$ cat src/rtl/fft_frame_ctrl.sv
// rtl/fft_frame_ctrl.sv - FFT core frame controller: config sequencing, input tlast generation, bin tagging, stats
// Config changes are only applied between input frames so a frame is never split.

module fft_frame_ctrl #(
  parameter int                     FFT_LEN     = 1024,
  parameter int                     RE_IM_WIDTH = 24,
  parameter int                     SCALE_WIDTH = 10,
  parameter logic [SCALE_WIDTH-1:0] DEF_SCALE   = 10'h2AB,
  parameter int                     CNT_WIDTH   = 16,
  localparam int                    IDX_W       = $clog2(FFT_LEN),
  localparam int                    CFG_W       = 8 * ((SCALE_WIDTH + 8) / 8),
  localparam int                    DW          = 2 * RE_IM_WIDTH
) (
  input  logic                   clk_50m,
  input  logic                   rst_n,
  input  logic                   cfg_inverse,
  input  logic [SCALE_WIDTH-1:0] cfg_scale,
  input  logic                   cfg_update,
  input  logic                   s_axis_tvalid,
  output logic                   s_axis_tready,
  input  logic [DW-1:0]          s_axis_tdata,
  output logic                   core_cfg_tvalid,
  input  logic                   core_cfg_tready,
  output logic [CFG_W-1:0]       core_cfg_tdata,
  output logic                   core_s_tvalid,
  input  logic                   core_s_tready,
  output logic [DW-1:0]          core_s_tdata,
  output logic                   core_s_tlast,
  input  logic                   core_m_tvalid,
  output logic                   core_m_tready,
  input  logic [DW-1:0]          core_m_tdata,
  input  logic                   core_m_tlast,
  input  logic                   core_ev_tlast_unexpected,
  input  logic                   core_ev_tlast_missing,
  output logic                   m_axis_tvalid,
  input  logic                   m_axis_tready,
  output logic [DW-1:0]          m_axis_tdata,
  output logic                   m_axis_tlast,
  output logic [IDX_W-1:0]       m_axis_tuser,
  output logic                   cur_inverse,
  output logic [CNT_WIDTH-1:0]   frames_in,
  output logic [CNT_WIDTH-1:0]   frames_out,
  output logic [CNT_WIDTH-1:0]   err_cnt,
  output logic                   busy
);

  localparam logic [IDX_W-1:0] LAST_IDX = IDX_W'(FFT_LEN - 1);

  typedef enum logic [1:0] {
    ST_INIT = 2'd0,
    ST_SEND = 2'd1,
    ST_RUN  = 2'd2
  } state_t;

  state_t                 state_q, state_d;
  logic [CFG_W-1:0]       tx_q, tx_d;
  logic                   pending_q, pending_d;
  logic                   sh_inv_q, sh_inv_d;
  logic [SCALE_WIDTH-1:0] sh_scale_q, sh_scale_d;
  logic                   cur_inv_q, cur_inv_d;
  logic [IDX_W-1:0]       in_cnt_q, in_cnt_d;
  logic [IDX_W-1:0]       out_cnt_q, out_cnt_d;
  logic [CNT_WIDTH-1:0]   frames_in_q, frames_in_d;
  logic [CNT_WIDTH-1:0]   frames_out_q, frames_out_d;
  logic [CNT_WIDTH-1:0]   err_q, err_d;

  logic gate;
  logic s_hs;
  logic m_hs;
  logic enter_send;
  logic err_ev;

  function automatic logic [CNT_WIDTH-1:0] sat_inc(input logic [CNT_WIDTH-1:0] v);
    return (&v) ? v : v + 1'b1;
  endfunction

  // Input is held off while a re-config waits at a frame boundary
  assign gate          = (state_q == ST_RUN) && !(pending_q && (in_cnt_q == '0));
  assign core_s_tvalid = s_axis_tvalid & gate;
  assign s_axis_tready = core_s_tready & gate;
  assign core_s_tdata  = s_axis_tdata;
  assign core_s_tlast  = (in_cnt_q == LAST_IDX);
  assign s_hs          = core_s_tvalid & core_s_tready;

  assign m_axis_tvalid = core_m_tvalid;
  assign core_m_tready = m_axis_tready;
  assign m_axis_tdata  = core_m_tdata;
  assign m_axis_tlast  = core_m_tlast;
  assign m_axis_tuser  = out_cnt_q;
  assign m_hs          = core_m_tvalid & m_axis_tready;

  assign core_cfg_tvalid = (state_q == ST_SEND);
  assign core_cfg_tdata  = tx_q;
  assign cur_inverse     = cur_inv_q;
  assign frames_in       = frames_in_q;
  assign frames_out      = frames_out_q;
  assign err_cnt         = err_q;
  assign busy            = (state_q != ST_RUN) || (in_cnt_q != '0);

  always_comb begin
    state_d      = state_q;
    tx_d         = tx_q;
    pending_d    = pending_q;
    sh_inv_d     = sh_inv_q;
    sh_scale_d   = sh_scale_q;
    cur_inv_d    = cur_inv_q;
    in_cnt_d     = in_cnt_q;
    out_cnt_d    = out_cnt_q;
    frames_in_d  = frames_in_q;
    frames_out_d = frames_out_q;
    err_d        = err_q;
    enter_send   = 1'b0;
    err_ev       = core_ev_tlast_unexpected | core_ev_tlast_missing;

    case (state_q)
      ST_INIT: begin
        state_d    = ST_SEND;
        enter_send = 1'b1;
      end
      ST_SEND: begin
        if (core_cfg_tready) begin
          state_d   = ST_RUN;
          cur_inv_d = ~tx_q[0];
        end
      end
      ST_RUN: begin
        if (pending_q && (in_cnt_q == '0)) begin
          state_d    = ST_SEND;
          enter_send = 1'b1;
        end
      end
      default: state_d = ST_INIT;
    endcase

    if (enter_send) begin
      tx_d                  = '0;
      tx_d[SCALE_WIDTH:1]   = sh_scale_q;
      tx_d[0]               = ~sh_inv_q;
      pending_d             = 1'b0;
    end

    // A same-cycle update wins over the clear, forcing a second SEND
    if (cfg_update) begin
      sh_inv_d   = cfg_inverse;
      sh_scale_d = cfg_scale;
      pending_d  = 1'b1;
    end

    if (s_hs) begin
      if (in_cnt_q == LAST_IDX) begin
        in_cnt_d    = '0;
        frames_in_d = sat_inc(frames_in_q);
      end else begin
        in_cnt_d = in_cnt_q + 1'b1;
      end
    end

    if (m_hs) begin
      if (core_m_tlast) begin
        out_cnt_d    = '0;
        frames_out_d = sat_inc(frames_out_q);
        if (out_cnt_q != LAST_IDX) err_ev = 1'b1;
      end else if (out_cnt_q == LAST_IDX) begin
        out_cnt_d = '0;
        err_ev    = 1'b1;
      end else begin
        out_cnt_d = out_cnt_q + 1'b1;
      end
    end

    if (err_ev) err_d = sat_inc(err_q);
  end

  always_ff @(posedge clk_50m or negedge rst_n) begin
    if (!rst_n) begin
      state_q      <= ST_INIT;
      tx_q         <= '0;
      pending_q    <= 1'b0;
      sh_inv_q     <= 1'b0;
      sh_scale_q   <= DEF_SCALE;
      cur_inv_q    <= 1'b0;
      in_cnt_q     <= '0;
      out_cnt_q    <= '0;
      frames_in_q  <= '0;
      frames_out_q <= '0;
      err_q        <= '0;
    end else begin
      state_q      <= state_d;
      tx_q         <= tx_d;
      pending_q    <= pending_d;
      sh_inv_q     <= sh_inv_d;
      sh_scale_q   <= sh_scale_d;
      cur_inv_q    <= cur_inv_d;
      in_cnt_q     <= in_cnt_d;
      out_cnt_q    <= out_cnt_d;
      frames_in_q  <= frames_in_d;
      frames_out_q <= frames_out_d;
      err_q        <= err_d;
    end
  end

endmodule

$ cat config.mk
export PLATFORM = sky130hd
export DESIGN_NAME = fft_frame_ctrl
export DESIGN_NICKNAME = d
export VERILOG_FILES = /design/src/rtl/fft_frame_ctrl.sv
export SDC_FILE = /design/constraint.sdc
export NUM_CORES = 1
export LEC_CHECK = 0
export ABC_AREA = 1
export BUFFER_PORTS_ARGS = -buffer_cell sky130_fd_sc_hd__buf_4
export CAP_MARGIN = 10
export CELL_PAD_IN_SITES_DETAIL_PLACEMENT = 1
export CELL_PAD_IN_SITES_GLOBAL_PLACEMENT = 1
export CORE_ASPECT_RATIO = 1.75
export CORE_MARGIN = 2
export CORE_UTILIZATION = 25
export DETAILED_ROUTE_END_ITERATION = 6
export GPL_ROUTABILITY_DRIVEN = 1
export PLACE_DENSITY_LB_ADDON = 0.1
export SETUP_SLACK_MARGIN = 0.05
export SLEW_MARGIN = 20
export SYNTH_ARGS = -nofsm -noshare
export SYNTH_HDL_FRONTEND = slang
export SYNTH_SLANG_ARGS = --single-unit
$ cat constraint.sdc
create_clock -name clk_50m -period 1.8 [get_ports clk_50m]
set_clock_uncertainty 0.2 [all_clocks]
set_input_delay 0 -clock clk_50m [delete_from_list [all_inputs] [get_ports clk_50m]]
set_output_delay 0 -clock clk_50m [all_outputs]
set_load 0.005 [all_outputs]
==> metrics.yaml, run 1 <==
critPathBufInv: 2
numCtsBuffers: 9
clock_latency_ns: 0.36
grt_pass1_vias: 6510
clock_path_buffers: 2
finalSetupViolations: 23
detail-route-antenna-nets: 0
fin_ws_ns: -0.0932
pre_cts_slack_ns: -0.298
cap_violations: 0
dp_hpwl_mm: 14.2
min_period_ns: 1.89
core_mm2: 0.0238
maxSlewViolCount: 0
ios: 297
routed_via_density: 4.43
tightest_slew_ns: 0.623
ys_ff_latch: 94
synth_top_area_share: 0.365
layout_worst_path_cycle_share: 1.05
ys_top_cells_by_count: "185 x nand2_1, 107 x buf_4, 88 x dfrtp_1, 71 x inv_1, 62 x nand3_1"
status: "finished, violations left"
die_width_um: 122
finalHoldViolations: 0
grt_util_all_layers: 0.168
synth.distinct_cells: 40
grt_max_degree: 36
cts_tree: "built"
num_antenna_cells: 0
drcViolationCount: 0
grt_pass1_wl_mm: 33.5
cp_top_family: "simple AND/OR/NAND/NOR gates"
rsz0062_at_grt: "yes"
synthToLayoutAreaGrowth_pct: 60.7
antenna_found_initial: 0
nets: 1141
die_area_mm2: 0.0255
clk_pin_slew_ns: 0.07
leakage_nw: 4.60
synthArstFlopShare: 1.00
violations: "negative setup slack"
ys_seq_area_frac: 0.391
io_buffers: 99
cpMaxStageDelayCell: "dfrtp_1"
post_drt_wl_per_cell_um: 16.3
yosysMostFrequentCell: "nand2_1"
worst_hold_path_type: "in2async"
yosysWarnings: 0
synth-edff-count: 0
drt_iter0_markers: 175
fin_cells: 1330
r2r_slack_ns: -0.09
r2r_start: "in_cnt_q[1]$_DFFE_PN0P_"
reg2reg_depth: 10
vdd_drop_max_v: 0.000489
worst_path_largest_cell_delay_ns: 0.40
cp.arrival_ns: 1.94
syn_inst: 764
drive_above_1_share: 0.371
path_class: "reg2reg"
start_util: 0.253
critPathMostFrequentCell: "nand2_4"
synth_flop_cell: "dfrtp_1"
synth_area_mm2: 0.00604
power_density_mw_per_mm2: 880
syn_avg_cell_area_um2: 7.91
timing.fmax_mhz: 528
synth.largest_area_cell: "dfrtp_1"
globalplace.congestion: 0.822
dieHeight_um: 210
fill_cells: 2772
start_kind: "register"
fp-row-count: 75
cts_root_buffer: "clkbuf_16"
max-slew-margin-rel: 0.583
wirelength_mm: 21.7
crit_fanout: 8
clock_sinks: 94
utilization: 0.407
synthTopCellsByArea: "dfrtp_1 36%, buf_4 13%, nand2_1 11%, nand3_1 5.1%, inv_1 4.4%"
dp_cells: 1156
cts_max_level: 3
crit_required_ns: 1.85
num_vias: 5892
dr.pass1.iters: 4
path_cells: "buf_6, ha_4, nand2_4, nor2_4, nand4_4, nor2_8, nand2_4, buf_12, o21bai_1, nand2_1"
reg2reg_to: "frames_in[7]$_DFFE_PN0P_"
worst_setup_path_end_kind: "register"
overflow: 0
[placed cells by master, fill, tap and decap left out, types with 13 or more instances in the layout]
master and count:
buf_4 201, nand4_1 13, dlygate4sd3_1 127, nand3_1 35, nand2_4 17, o21ai_1 22, nand3_2 24, nor2_1 39
nand2_1 153, inv_1 65, xor2_1 29, nor3_1 14, nand2_2 20, o21ai_0 18, o21bai_1 15, dfrtp_1 86
[layer usage]
metal | routed length (um) | global-route usage
met1 | 7400 | 0.161
met2 | 13300 | 0.354
met3 | 694 | 0.0239
met4 | 351 | 0.0468
met5 | 0 | 0
[kinds of logic (layout without fill, tap and decap cells)]
logic type	Yosys count	after routing	synth area share
muxes	1	1	0.00186
xor gates and xnor gates	38	38	0.0551
AOI/OAI and AO/OA	76	76	0.0719
buffers and inverters	194	443	0.197
DFF	94	94	0.391
and+or+nand+nor	354	359	0.271
other	1	5	0.000621
adders and majority gates	6	6	0.0124
[how the worst max path moves through the flow]
stage | startpoint | to | slack, ns | cells after the start
4_1_cts | in_cnt_q[1]$_DFFE_PN0P_ | frames_in[7]$_DFFE_PN0P_ | -0.1 | 10
6_report | in_cnt_q[1]$_DFFE_PN0P_ | frames_in[7]$_DFFE_PN0P_ | -0.09 | 10
2_1_floorplan | in_cnt_q[0]$_DFFE_PN0P_ | frames_in[10]$_DFFE_PN0P_ | 0.04 | 9
5_1_grt | in_cnt_q[1]$_DFFE_PN0P_ | core_s_tlast | -0.15 | 7
3_5_place_dp | in_cnt_q[1]$_DFFE_PN0P_ | frames_in[1]$_DFFE_PN0P_ | -0.30 | 9
3_3_place_gp | in_cnt_q[1]$_DFFE_PN0P_ | frames_in[15]$_DFFE_PN0P_ | -0.22 | 9
[repair_timing]
item                                    CTS  global route
gates resized for setup                  96            69
cloned                                    4             3
pin swaps                                49            17
hold buffers                            128             0
endpoints found under the hold margin   222             0
endpoints found under the setup margin   69            76
setup buffers                            18            10
[state kept, by name, summed over array words and instances (netlist names)]
name            count
m_axis_tuser       10
pending_q           1
frames_in          16
frames_out         16
in_cnt_q           10
err_cnt            16
sh_scale_q         10
core_cfg_tdata     11
sh_inv_q            1
state_q             2
cur_inverse         1
[power by group]
group / internal, W / switching, W
clock: 0.00113 / 0.000945
sequential: 0.00252 / 0.000380
combinational: 0.00190 / 0.00165
[per-stage QoR]
step / hold slack [ns] / power (W) / area, um2 / setup TNS [ns]
4_1_cts: 0.00693 / 0.00835 / 9350 / -1.67
3_5_place_dp: -0.293 / 0.00527 / 7190 / -6.44
5_1_grt: 0.0223 / 0.00909 / 9710 / -4.80
2_1_floorplan: -0.496 / 0.00401 / 6130 / 0
3_3_place_gp: -0.299 / 0.00520 / 7190 / -3.61
6_report: 0.0152 / 0.00854 / 9710 / -0.963
[cell type report]
type	count	area [um2]	share of cell area
clock inverter	5	63.8	0.00657
inverter	75	287	0.0295
sequential	94	2360	0.243
multi-input combinational	485	3190	0.328
tap	308	385	0.0397
clock buffer	11	243	0.0250
timing repair buffer	352	3180	0.328
No activity file was read; power rests on OpenSTA's default activity.
==> inputs of run 2 (changes only) <==
CORE_ASPECT_RATIO = 0.5   (was 1.75)
clock period = 1.6 ns   (was 1.8 ns; I/O delays follow)
==> run 2 against run 1 <==
  * The run ends with negative hold slack, negative setup slack left
  * First-iteration DRC count increased by 0.57%
  * Critical path depth decreased by 2
  * Routed wire length increased by 8.8%
  * Final cell count increased by 5.4%
  * Non-clock buffer count increased by 60
  * Flip-flop and latch count unchanged
  * Die area increased by 0.10%
  * Register-to-register slack got worse by 0.19 ns
  * Cell area increased by 12%
  * Combinational power increased by 35%
  * Setup slack got worse by 0.25 ns
  * Critical path type is now reg2out
  * Critical endpoint is now core_s_tlast
  * Highest routed layer unchanged
==> metrics.yaml, run 2 (synthesized netlist as in run 1, its figures left out) <==
fp-row-count: 40  # -47%
numCtsBuffers: 9  # unchanged
nets: 1206  # +5.7%
crit_fanout: 2  # -6
cts_max_level: 3  # unchanged
die_width_um: 224  # +84%
dr.pass1.iters: 4  # unchanged
clk_pin_slew_ns: 0.07  # about the same
cts_root_buffer: "clkbuf_16"
crit_start: "in_cnt_q[0]$_DFFE_PN0P_"
wirelength_mm: 23.6  # +8.8%
crit_end: "core_s_tlast"
overflow: 0  # unchanged
r2r_slack_ns: -0.28  # -0.19 ns
reg2reg_depth: 12  # +2
layout_worst_path_cycle_share: 1.22
finalSetupViolations: 90  # +290%
synthToLayoutAreaGrowth_pct: 80.2
start_kind: "register"
fill_cells: 2679  # -3.4%
clock_sinks: 94  # unchanged
fin_ws_ns: -0.347  # -0.253 ns
path_cells: "buf_6, ha_4, nand2_4, buf_6, nor3_4, nor3b_4, buf_4, buf_6"
rsz0062_at_grt: "yes"
cp.arrival_ns: 1.75  # -0.19 ns
antenna_found_initial: 0  # unchanged
cap_violations: 0  # unchanged
clock_latency_ns: 0.36  # about the same
worst_setup_path_end_kind: "primary output"
clock_path_buffers: 2  # unchanged
vdd_drop_max_v: 0.000518  # +5.9%
routed_via_density: 4.45  # +0.55%
grt_pass1_wl_mm: 36.3  # +8.5%
holdWs_ns: -0.0565  # -0.0717 ns
r2r_start: "in_cnt_q[0]$_DFFE_PN0P_"
drcViolationCount: 0  # unchanged
fin_area_mm2: 0.0109  # +12%
ios: 297  # unchanged
power_density_mw_per_mm2: 948  # +7.8%
dpl_cell_area_mm2: 0.00753  # +4.6%
detail-route-antenna-nets: 0  # unchanged
io_buffers: 99  # unchanged
grt_pass1_vias: 6625  # +1.8%
worst_hold_path_type: "in2reg"
num_antenna_cells: 0  # unchanged
die_area_mm2: 0.0255  # +0.10%
p_sw_w: 0.00362  # +22%
seqPwrFrac: 0.315  # -0.025
start_util: 0.253  # -0.000398
dp_cells: 1197  # +3.5%
post_drt_wl_per_cell_um: 16.9  # +3.2%
mostFrequentLayoutCells: "228 x buf_4, 128 x dlygate4sd3_1, 122 x nand2_1"
dp_hpwl_mm: 15.2  # +6.9%
crit_required_ns: 1.40  # -0.45 ns
min_period_ns: 1.95
violations: "negative hold slack, negative setup slack"
drive_above_1_share: 0.476  # +0.105
finalHoldViolations: 2  # +2
max-slew-margin-rel: 0.441  # -0.142
p_int_w: 0.00670  # +20%
dieHeight_um: 114  # -46%
fin_cells: 1402  # +5.4%
pwr-share-comb: 0.466  # +0.049
globalplace.congestion: 0.785  # -4.5%
final_common_cell: "buf_4"
path_class: "reg2out"
num_vias: 6245  # +6.0%
pre_cts_slack_ns: -0.400  # -0.102 ns
worst_path_largest_cell_delay_ns: 0.38  # -0.02 ns
reg2reg_to: "core_cfg_tdata[6]$_DFFE_PN0P_"
drt_iter0_markers: 176  # +0.57%
grt_util_all_layers: 0.184  # +0.0160
clkPwrFrac: 0.219  # -0.024
critPathMostFrequentCell: "buf_6"
core_mm2: 0.0239  # +0.16%
grt_max_degree: 37  # +2.8%
maxSlewViolCount: 0  # unchanged
status: "finished, violations left"
leakage_nw: 5.12  # +11%
tightest_slew_ns: 0.836  # +0.213 ns
timing.fmax_mhz: 514
cpMaxStageDelayCell: "dfrtp_1"
cts_tree: "built"
sw_frac_of_total: 0.351  # +0.00240
==> run 2: cell types whose count changed in the layout (fill, tap and decap cells not counted), sizes merged <==
cell          before  now
buf              224  281
nand2            196  200
clkinv             0    3
inv               78   75
clkbuf            11   13
clkinvlp           1    3
dlygate4sd3      127  128
dlymetal6s4s       1    0
==> run 2: worst min path at each step <==
stage / depth (start not counted) / from / slack, ns / end
after global placement: 1 / rst_n / -0.26 / frames_out[15]$_DFFE_PN0P_
after global routing: 5 / core_m_tvalid / -0.02 / m_axis_tuser[9]$_DFFE_PN0P_
after CTS: 5 / core_s_tready / 0.002 / frames_in[8]$_DFFE_PN0P_
final: 5 / core_m_tvalid / -0.06 / m_axis_tuser[7]$_DFFE_PN0P_
after floorplan: 0 / rst_n / -0.50 / core_cfg_tdata[0]$_DFFE_PN0P_
after detailed placement: 1 / rst_n / -0.27 / frames_out[14]$_DFFE_PN0P_
==> run 2: cell type report <==
type | instances | area, um2 | share of cell area
tap | 315 | 394 | 0.0362
clock buffer | 10 | 229 | 0.0210
timing repair inverter | 1 | 16.3 | 0.00149
sequential | 94 | 2360 | 0.217
multi-input combinational | 489 | 3660 | 0.336
timing repair buffer | 412 | 3840 | 0.353
clock inverter | 6 | 63.8 | 0.00586
inverter | 75 | 315 | 0.0290
==> run 2: per-layer routing <==
layer / global-route usage / routed length [um] / up-vias
met4: 0.0333 / 187 / 0
met3: 0.0355 / 796 / 14
met1: 0.217 / 9960 / 3090
met2: 0.352 / 12700 / 154
li1: - / - / 2987
met5: 0 / 0 / -
==> run 2: what timing repair did <==
action / in CTS / in global routing
hold buffers: 129 / 1
endpoints found under the setup margin: 83 / 102
buffers inserted: 31 / 16
gates resized for setup: 179 / 94
pin swaps: 79 / 44
endpoints found under the hold margin: 217 / 18
gates cloned: 13 / 4
==> run 2: per-stage QoR <==
stage	total power [W]	utilization	hold slack [ns]	setup TNS, ns
finish	0.0103	0.456	-0.0565	-12.73
global route	0.0110	0.456	-0.0170	-23.35
CTS	0.0101	0.433	0.00240	-17.38
detailed placement	0.00610	0.315	-0.267	-16.76
global placement	0.00604	0.315	-0.260	-15.02
floorplan	0.00467	-	-0.496	-5.40
==> run 2: critical path: cells and delay by family (launching register included) <==
kind          cells  cell delay [ns]
buf+inv           4             0.46
simple gates      3             0.40
flops             1             0.38
fa+ha+maj         1             0.14
==> run 2: power groups by stage <==
stage | Clock, W | Combinational (W) | Sequential (W)
CTS | 0.00235 | 0.00449 | 0.00321
global route | 0.00244 | 0.00522 | 0.00331
detailed placement | 0 | 0.00289 | 0.00321
finish | 0.00226 | 0.00481 | 0.00325
global placement | 0 | 0.00284 | 0.00321
floorplan | 0 | 0.00139 | 0.00328
